--- src/rtl/filter_iir_sos_tdm.sv ---
// Cascaded Direct Form 1 biquad IIR filter. One multiplier is time-shared over all sections and channels.
// Defining FILTER_IIR_SOS_TDM_ROUND_EN rounds half up before the output shift; otherwise the shift floors.
module filter_iir_sos_tdm #(
  parameter int BIT_WIDTH    = 16,
  parameter int BIT_FRAC     = 14,
  parameter int NUM_SECTIONS = 2,
  parameter int NUM_CHANNELS = 2,
  parameter int UINT_IO      = 0,
  localparam int CH_W        = (NUM_CHANNELS > 1) ? $clog2(NUM_CHANNELS) : 1
) (
  input  logic                                CLK,
  input  logic                                nRST,
  input  logic [NUM_SECTIONS*5*BIT_WIDTH-1:0] FILT_COEFF,
  input  logic                                IN_VALID,
  output logic                                IN_READY,
  input  logic [CH_W-1:0]                     IN_CH,
  input  logic [BIT_WIDTH-1:0]                DATA_IN,
  output logic                                OUT_VALID,
  output logic [CH_W-1:0]                     OUT_CH,
  output logic [BIT_WIDTH-1:0]                DATA_OUT
);

  localparam int BW    = BIT_WIDTH;
  localparam int SEC_W = (NUM_SECTIONS > 1) ? $clog2(NUM_SECTIONS) : 1;
  localparam int ACC_W = 2*BW + 3;
  // A single section or channel still gets two tap rows, so each index width matches its array depth.
  localparam int CH_D  = (NUM_CHANNELS > 1) ? NUM_CHANNELS : 2;
  localparam int SEC_D = (NUM_SECTIONS > 1) ? NUM_SECTIONS : 2;

  localparam logic [SEC_W-1:0] LAST_SEC = SEC_W'(NUM_SECTIONS - 1);
  localparam logic [CH_W:0]    NUM_CH   = (CH_W+1)'(NUM_CHANNELS);
  localparam logic [BW-1:0]    IO_FLIP  = (UINT_IO != 0) ? {1'b1, {(BW-1){1'b0}}} : '0;
  localparam logic signed [ACC_W-1:0] Y_MAX = {{(ACC_W-BW+1){1'b0}}, {(BW-1){1'b1}}};
  localparam logic signed [ACC_W-1:0] Y_MIN = {{(ACC_W-BW+1){1'b1}}, {(BW-1){1'b0}}};
`ifdef FILTER_IIR_SOS_TDM_ROUND_EN
  localparam logic signed [ACC_W-1:0] RND_C = {{(ACC_W-1){1'b0}}, 1'b1} << (BIT_FRAC - 1);
`endif

  typedef enum logic [1:0] {S_IDLE, S_MAC, S_WB, S_DONE} state_t;

  state_t                   state;
  logic [CH_W-1:0]          ch_q;
  logic [SEC_W-1:0]         sec_q;
  logic [2:0]               step;
  logic [BW-1:0]            x_cur;
  logic signed [ACC_W-1:0]  acc;

  logic [BW-1:0] x1_mem [CH_D][SEC_D];
  logic [BW-1:0] x2_mem [CH_D][SEC_D];
  logic [BW-1:0] y1_mem [CH_D][SEC_D];
  logic [BW-1:0] y2_mem [CH_D][SEC_D];

  logic [BW-1:0]           coef;
  logic [BW-1:0]           op;
  logic [2*BW-1:0]         prod;
  logic signed [ACC_W-1:0] acc_r;
  logic signed [ACC_W-1:0] acc_sh;
  logic [BW-1:0]           y_sat;

  // NOTE: always_comb assigns every output first so no path can leave a latch behind.
  always_comb begin
    coef = FILT_COEFF[(int'(sec_q)*5 + int'(step))*BW +: BW];
    op   = x_cur;
    case (step)
      3'd1:    op = x1_mem[ch_q][sec_q];
      3'd2:    op = x2_mem[ch_q][sec_q];
      3'd3:    op = y1_mem[ch_q][sec_q];
      3'd4:    op = y2_mem[ch_q][sec_q];
      default: op = x_cur;
    endcase
    // Sign-extend both operands, so the low 2*BW bits hold the exact signed product.
    prod = {{BW{coef[BW-1]}}, coef} * {{BW{op[BW-1]}}, op};

    acc_r = acc;
`ifdef FILTER_IIR_SOS_TDM_ROUND_EN
    acc_r = acc + RND_C;
`endif
    acc_sh = acc_r >>> BIT_FRAC;
    if (acc_sh > Y_MAX)      y_sat = {1'b0, {(BW-1){1'b1}}};
    else if (acc_sh < Y_MIN) y_sat = {1'b1, {(BW-1){1'b0}}};
    else                     y_sat = acc_sh[BW-1:0];
  end

  // NOTE: sequential state uses non-blocking assignments only, so every register samples pre-edge values.
  always_ff @(posedge CLK) begin
    if (!nRST) begin
      state     <= S_IDLE;
      ch_q      <= '0;
      sec_q     <= '0;
      step      <= '0;
      x_cur     <= '0;
      acc       <= '0;
      IN_READY  <= 1'b0;
      OUT_VALID <= 1'b0;
      OUT_CH    <= '0;
      DATA_OUT  <= '0;
      // NOTE: the tap arrays are reset on purpose, so a filter restarts from a zero history after reset.
      for (int c = 0; c < CH_D; c++) begin
        for (int s = 0; s < SEC_D; s++) begin
          x1_mem[c][s] <= '0;
          x2_mem[c][s] <= '0;
          y1_mem[c][s] <= '0;
          y2_mem[c][s] <= '0;
        end
      end
    end else begin
      OUT_VALID <= 1'b0;
      case (state)
        S_IDLE: begin
          IN_READY <= 1'b1;
          // A sample for a channel that does not exist is consumed and dropped. The filter stays ready.
          if (IN_READY && IN_VALID && ({1'b0, IN_CH} < NUM_CH)) begin
            ch_q     <= IN_CH;
            x_cur    <= DATA_IN ^ IO_FLIP;
            acc      <= '0;
            sec_q    <= '0;
            step     <= '0;
            IN_READY <= 1'b0;
            state    <= S_MAC;
          end
        end
        S_MAC: begin
          acc <= acc + {{(ACC_W-2*BW){prod[2*BW-1]}}, prod};
          if (step == 3'd4) begin
            step  <= '0;
            state <= S_WB;
          end else begin
            step <= step + 3'd1;
          end
        end
        S_WB: begin
          x2_mem[ch_q][sec_q] <= x1_mem[ch_q][sec_q];
          x1_mem[ch_q][sec_q] <= x_cur;
          y2_mem[ch_q][sec_q] <= y1_mem[ch_q][sec_q];
          y1_mem[ch_q][sec_q] <= y_sat;
          x_cur               <= y_sat;
          if (sec_q == LAST_SEC) begin
            OUT_VALID <= 1'b1;
            OUT_CH    <= ch_q;
            DATA_OUT  <= y_sat ^ IO_FLIP;
            state     <= S_DONE;
          end else begin
            sec_q <= sec_q + 1'b1;
            acc   <= '0;
            state <= S_MAC;
          end
        end
        S_DONE: begin
          IN_READY <= 1'b1;
          state    <= S_IDLE;
        end
        default: state <= S_IDLE;
      endcase
    end
  end

endmodule
--- config.mk ---
export PLATFORM = sky130hd
export DESIGN_NAME = filter_iir_sos_tdm
export DESIGN_NICKNAME = d
export VERILOG_FILES = /design/src/rtl/filter_iir_sos_tdm.sv
export SDC_FILE = /design/constraint.sdc
export NUM_CORES = 1
export LEC_CHECK = 0
export CELL_PAD_IN_SITES_DETAIL_PLACEMENT = 1
export CELL_PAD_IN_SITES_GLOBAL_PLACEMENT = 1
export CORE_MARGIN = 1
export CORE_UTILIZATION = 43
export DETAILED_ROUTE_END_ITERATION = 12
export PLACE_DENSITY_LB_ADDON = 0.1
export SYNTH_ARGS = -nofsm -noshare
export SYNTH_HDL_FRONTEND = slang
export SYNTH_SLANG_ARGS = --single-unit
--- constraint.sdc ---
create_clock -name CLK -period 15 [get_ports CLK]
set_input_delay 3 -clock CLK [delete_from_list [all_inputs] [get_ports CLK]]
set_output_delay 3 -clock CLK [all_outputs]
set_load 0.01 [all_outputs]
==> impl_metrics.csv <==
group,metric,value,unit
status,status,"finished clean",
route,first_pass_iters,5,
logic_synthesis,synth.top_cell.area_share,28.2,%
clocking,cts_sinks,334,
logic_synthesis,synth_seq_cells,334,
route,ant_nets,0,
clocking,cts_tree,"done",
floorplanning,ioPinCount,199,
logic_synthesis,yosys.area.top_type,"edfxtp_1",
route,avgRoutedWirePerCell,24.2,um
route,wl_met3,5800,um
setup_path,startpoint_type,"input pin",
power,ir_worst_vdd,0.167,mV
clocking,h-tree-depth,2,
grt,grt_usage,27.2,%
sta,max-slew-margin-rel,16.8,%
sta,setup_tns,0,ns
sta,fmax,82.6,MHz
route,drt_iter0_drc,1287,
sta,fin_ws,2.90,ns
route,drt_wl_total,85300,um
placed_design,pre_cts_ws,2.33,ns
logic_synthesis,synth-edff-count,256,
sta,rsz0062_at_grt,"no",
route,vias_per_cell,5.64,
grt,grt_max_degree,83,
floorplanning,core,0.0622,mm^2
floorplanning,die_w,254,um
clocking,cts_root_buf,"clkbuf_16",
layout,final_net_count,3223,
grt,grt_pass1_vias,22000,
layout,syn_to_final_growth,15.6,%
clocking,clkSlewWorstSetupHoldPaths,0.06,ns
placed_design,port_buffers,198,
logic_synthesis,yosys_warnings,0,
logic_synthesis,synth_nets,3077,
grt,grt_pass1_wl,131000,um
min_path,hold_class,"reg2reg",
setup_path,crit_arrival,12.56,ns
placed_design,place.gp.congestion,0.888,
setup_path,critPathRequiredTime,15.46,ns
logic_synthesis,syn_inst,2504,
setup_path,crit_path_end_kind,"flop",
grt,grt_overflow,0,
route,drcViolationCount,0,
sta,finalMaxSlewViolations,0,
layout,postLayoutCellArea,0.0315,mm^2
setup_path,critPathSlowestCell,"o22a_1",
logic_synthesis,synth.area.top_cells,"edfxtp_1 (28%), fa_1 (19%), mux4_2 (7.9%)",
logic_synthesis,syn_area,0.0272,mm^2
power,p_total,7.62,mW
clocking,cts_buffers,39,
layout,drive_gt1_share,8.99,%
layout,layout.cells.non_filler,3520,
placed_design,placed_cell_area,0.0301,mm^2
logic_synthesis,yosys_most_used_dff,"edfxtp_1",
setup_path,cp_max_fo,16,
clocking,post-cts-setup-buffers,0,
setup_path,crit_top_cell,"fa_1",
logic_synthesis,ys_types,71,
setup_path,critPathKind,"in2reg",
clocking,clock_latency,0.58,ns
sta,clock_skew,0.0463,ns
floorplanning,std_cell_rows,91,
clocking,ctsResizeCount,0,
sta,setup_viol,0,
sta,finalCritPeriodShare,80.7,%
layout,fillers,6724,
run,max_cap_viol_count,0,
logic_synthesis,avgSynthCellArea,10.9,um^2
route,met1_length,37800,um
sta,period_needed,12.10,ns
logic_synthesis,async_flop_share,0,%
route,topRoutingLayerUsed,"met4",
power,p_leak,13.6,nW
placed_design,dp_cells,3446,
sta,finalHoldViolCount,0,
setup_path,max_stage_delay,0.70,ns
clocking,cts_buffer_depth,3,
floorplanning,die_area,0.0643,mm^2
floorplanning,die_y,254,um
route,via_count,19900,
floorplanning,start_util,43.8,%
placed_design,place_hpwl,61900,um
sta,tightest_slew,1.25,ns
power,powerDensity,242,mW/mm^2
logic_synthesis,ys_seq_area_share,34.0,%
clocking,cts-hold-fix-buffers,0,
grt,antenna_found_initial,2,
route,wl_met2,39600,um
## area by class of cell
class                      count  area [um^2]  share of cell area [%]
antenna                        2         5.00                  0.0159
clock buffer                  56         1090                    3.46
clock inverter                16          236                   0.751
inverter                     325         1220                    3.88
multi-input combinational   1712        16300                    51.9
sequential                   334         9260                    29.4
tap                          837         1050                    3.33
timing repair buffer         238         2280                    7.24
## worst paths after layout
kind / depth (start not counted) / slack, ns / start / to
setup / recovery: 37 / 2.90 / FILT_COEFF[12] / acc[34]
hold / removal: 2 / 0.47 / acc[2] / acc[2]
setup reg to reg: 40 / 3.76 / flop / acc[34]
hold reg to reg: 2 / 0.47 / acc[2] / acc[2]
## worst max-delay path, delay by kind of cell
| family | cells | cell delay, ns |
|---|---|---|
| simple gates | 8 | 0.94 |
| mux | 2 | 0.76 |
| compound gates | 14 | 3.41 |
| buf+inv | 5 | 0.67 |
| fa+ha+maj | 8 | 3.76 |
## where the power goes
part	total, mW	internal [mW]	switching, mW	leakage [nW]
Sequential	1.16	1.08	0.0779	3.28
Combinational	5.48	2.05	3.42	9.67
Clock	0.985	0.581	0.404	0.639
## cell usage in the layout (no fill, tap or decap), types with 18 or more instances in the layout
master             n
a211oi_1          20
a21o_1            33
a21oi_1           88
a22oi_1           35
and2_1           116
and3_1           104
buf_4             41
clkbuf_16         39
clkdlybuf4s50_1  197
dfxtp_1           75
edfxtp_1         256
fa_1             264
ha_1             127
inv_1            325
mux2i_1           34
mux4_2            96
nand2_1          153
nand2b_1          30
nor2_1           256
nor2b_1           55
o211a_1           18
o21ai_0           37
xnor2_1           43
xor2_1            22
## stage by stage
stage	hold slack [ns]	util, %
finish	0.474	50.6
global route	0.505	50.6
CTS	0.477	50.6
detailed placement	0.469	48.5
global placement	0.454	48.5
floorplan	0.445	-
## state kept, by name, indices dropped and copies added (netlist names), 2 cells and up, named ones only
signal	cells
DATA_OUT	16
acc	35
x2_mem	64
step	3
y1_mem	64
y2_mem	64
state	2
x_cur	16
x1_mem	64
## synthesized netlist by cell type (3+ instances only)
| cell | number |
|---|---|
| a211oi_1 | 20 |
| a21boi_0 | 7 |
| a21o_1 | 33 |
| a21oi_1 | 88 |
| a221oi_1 | 3 |
| a222oi_1 | 6 |
| a22oi_1 | 35 |
| a31o_2 | 3 |
| a31oi_1 | 7 |
| and2_1 | 116 |
| and3_1 | 104 |
| buf_1 | 8 |
| buf_2 | 17 |
| clkbuf_1 | 106 |
| dfxtp_1 | 78 |
| edfxtp_1 | 256 |
| fa_1 | 264 |
| ha_1 | 129 |
| inv_1 | 325 |
| mux2i_1 | 34 |
| mux4_2 | 96 |
| nand2_1 | 157 |
| nand2b_1 | 30 |
| nand3_1 | 14 |
| nand4_1 | 5 |
| nor2_1 | 257 |
| nor2b_1 | 56 |
| nor3_1 | 9 |
| nor3b_1 | 3 |
| o211a_1 | 18 |
| o211ai_1 | 3 |
| o21a_1 | 9 |
| o21ai_0 | 38 |
| o21ai_1 | 11 |
| o21bai_1 | 8 |
| o22a_1 | 17 |
| o22ai_1 | 12 |
| o31ai_1 | 3 |
| or2_2 | 10 |
| or3_1 | 7 |
| xnor2_1 | 43 |
| xor2_1 | 23 |
## cell families (layout without fill, tap and decap cells)
family          count (synthesis)  after routing  synth area share, %
simple gates                  778            778                 14.1
xor+xnor                       66             66                 2.12
buf+inv                       458            635                 6.42
fa+ha+maj                     393            393                 25.3
mux                           130            130                 9.19
compound gates                345            345                 8.85
other cells                     0              2                    0
flops                         334            334                 34.0
## metal layers
| layer | up-vias | GRT usage [%] |
|---|---|---|
| li1 | 8809 | - |
| met1 | 10300 | 37.2 |
| met2 | 599 | 44.3 |
| met3 | 104 | 5.16 |
| met4 | 0 | 7.09 |
| met5 | - | 0 |
Power figures use the tool's default switching activity.
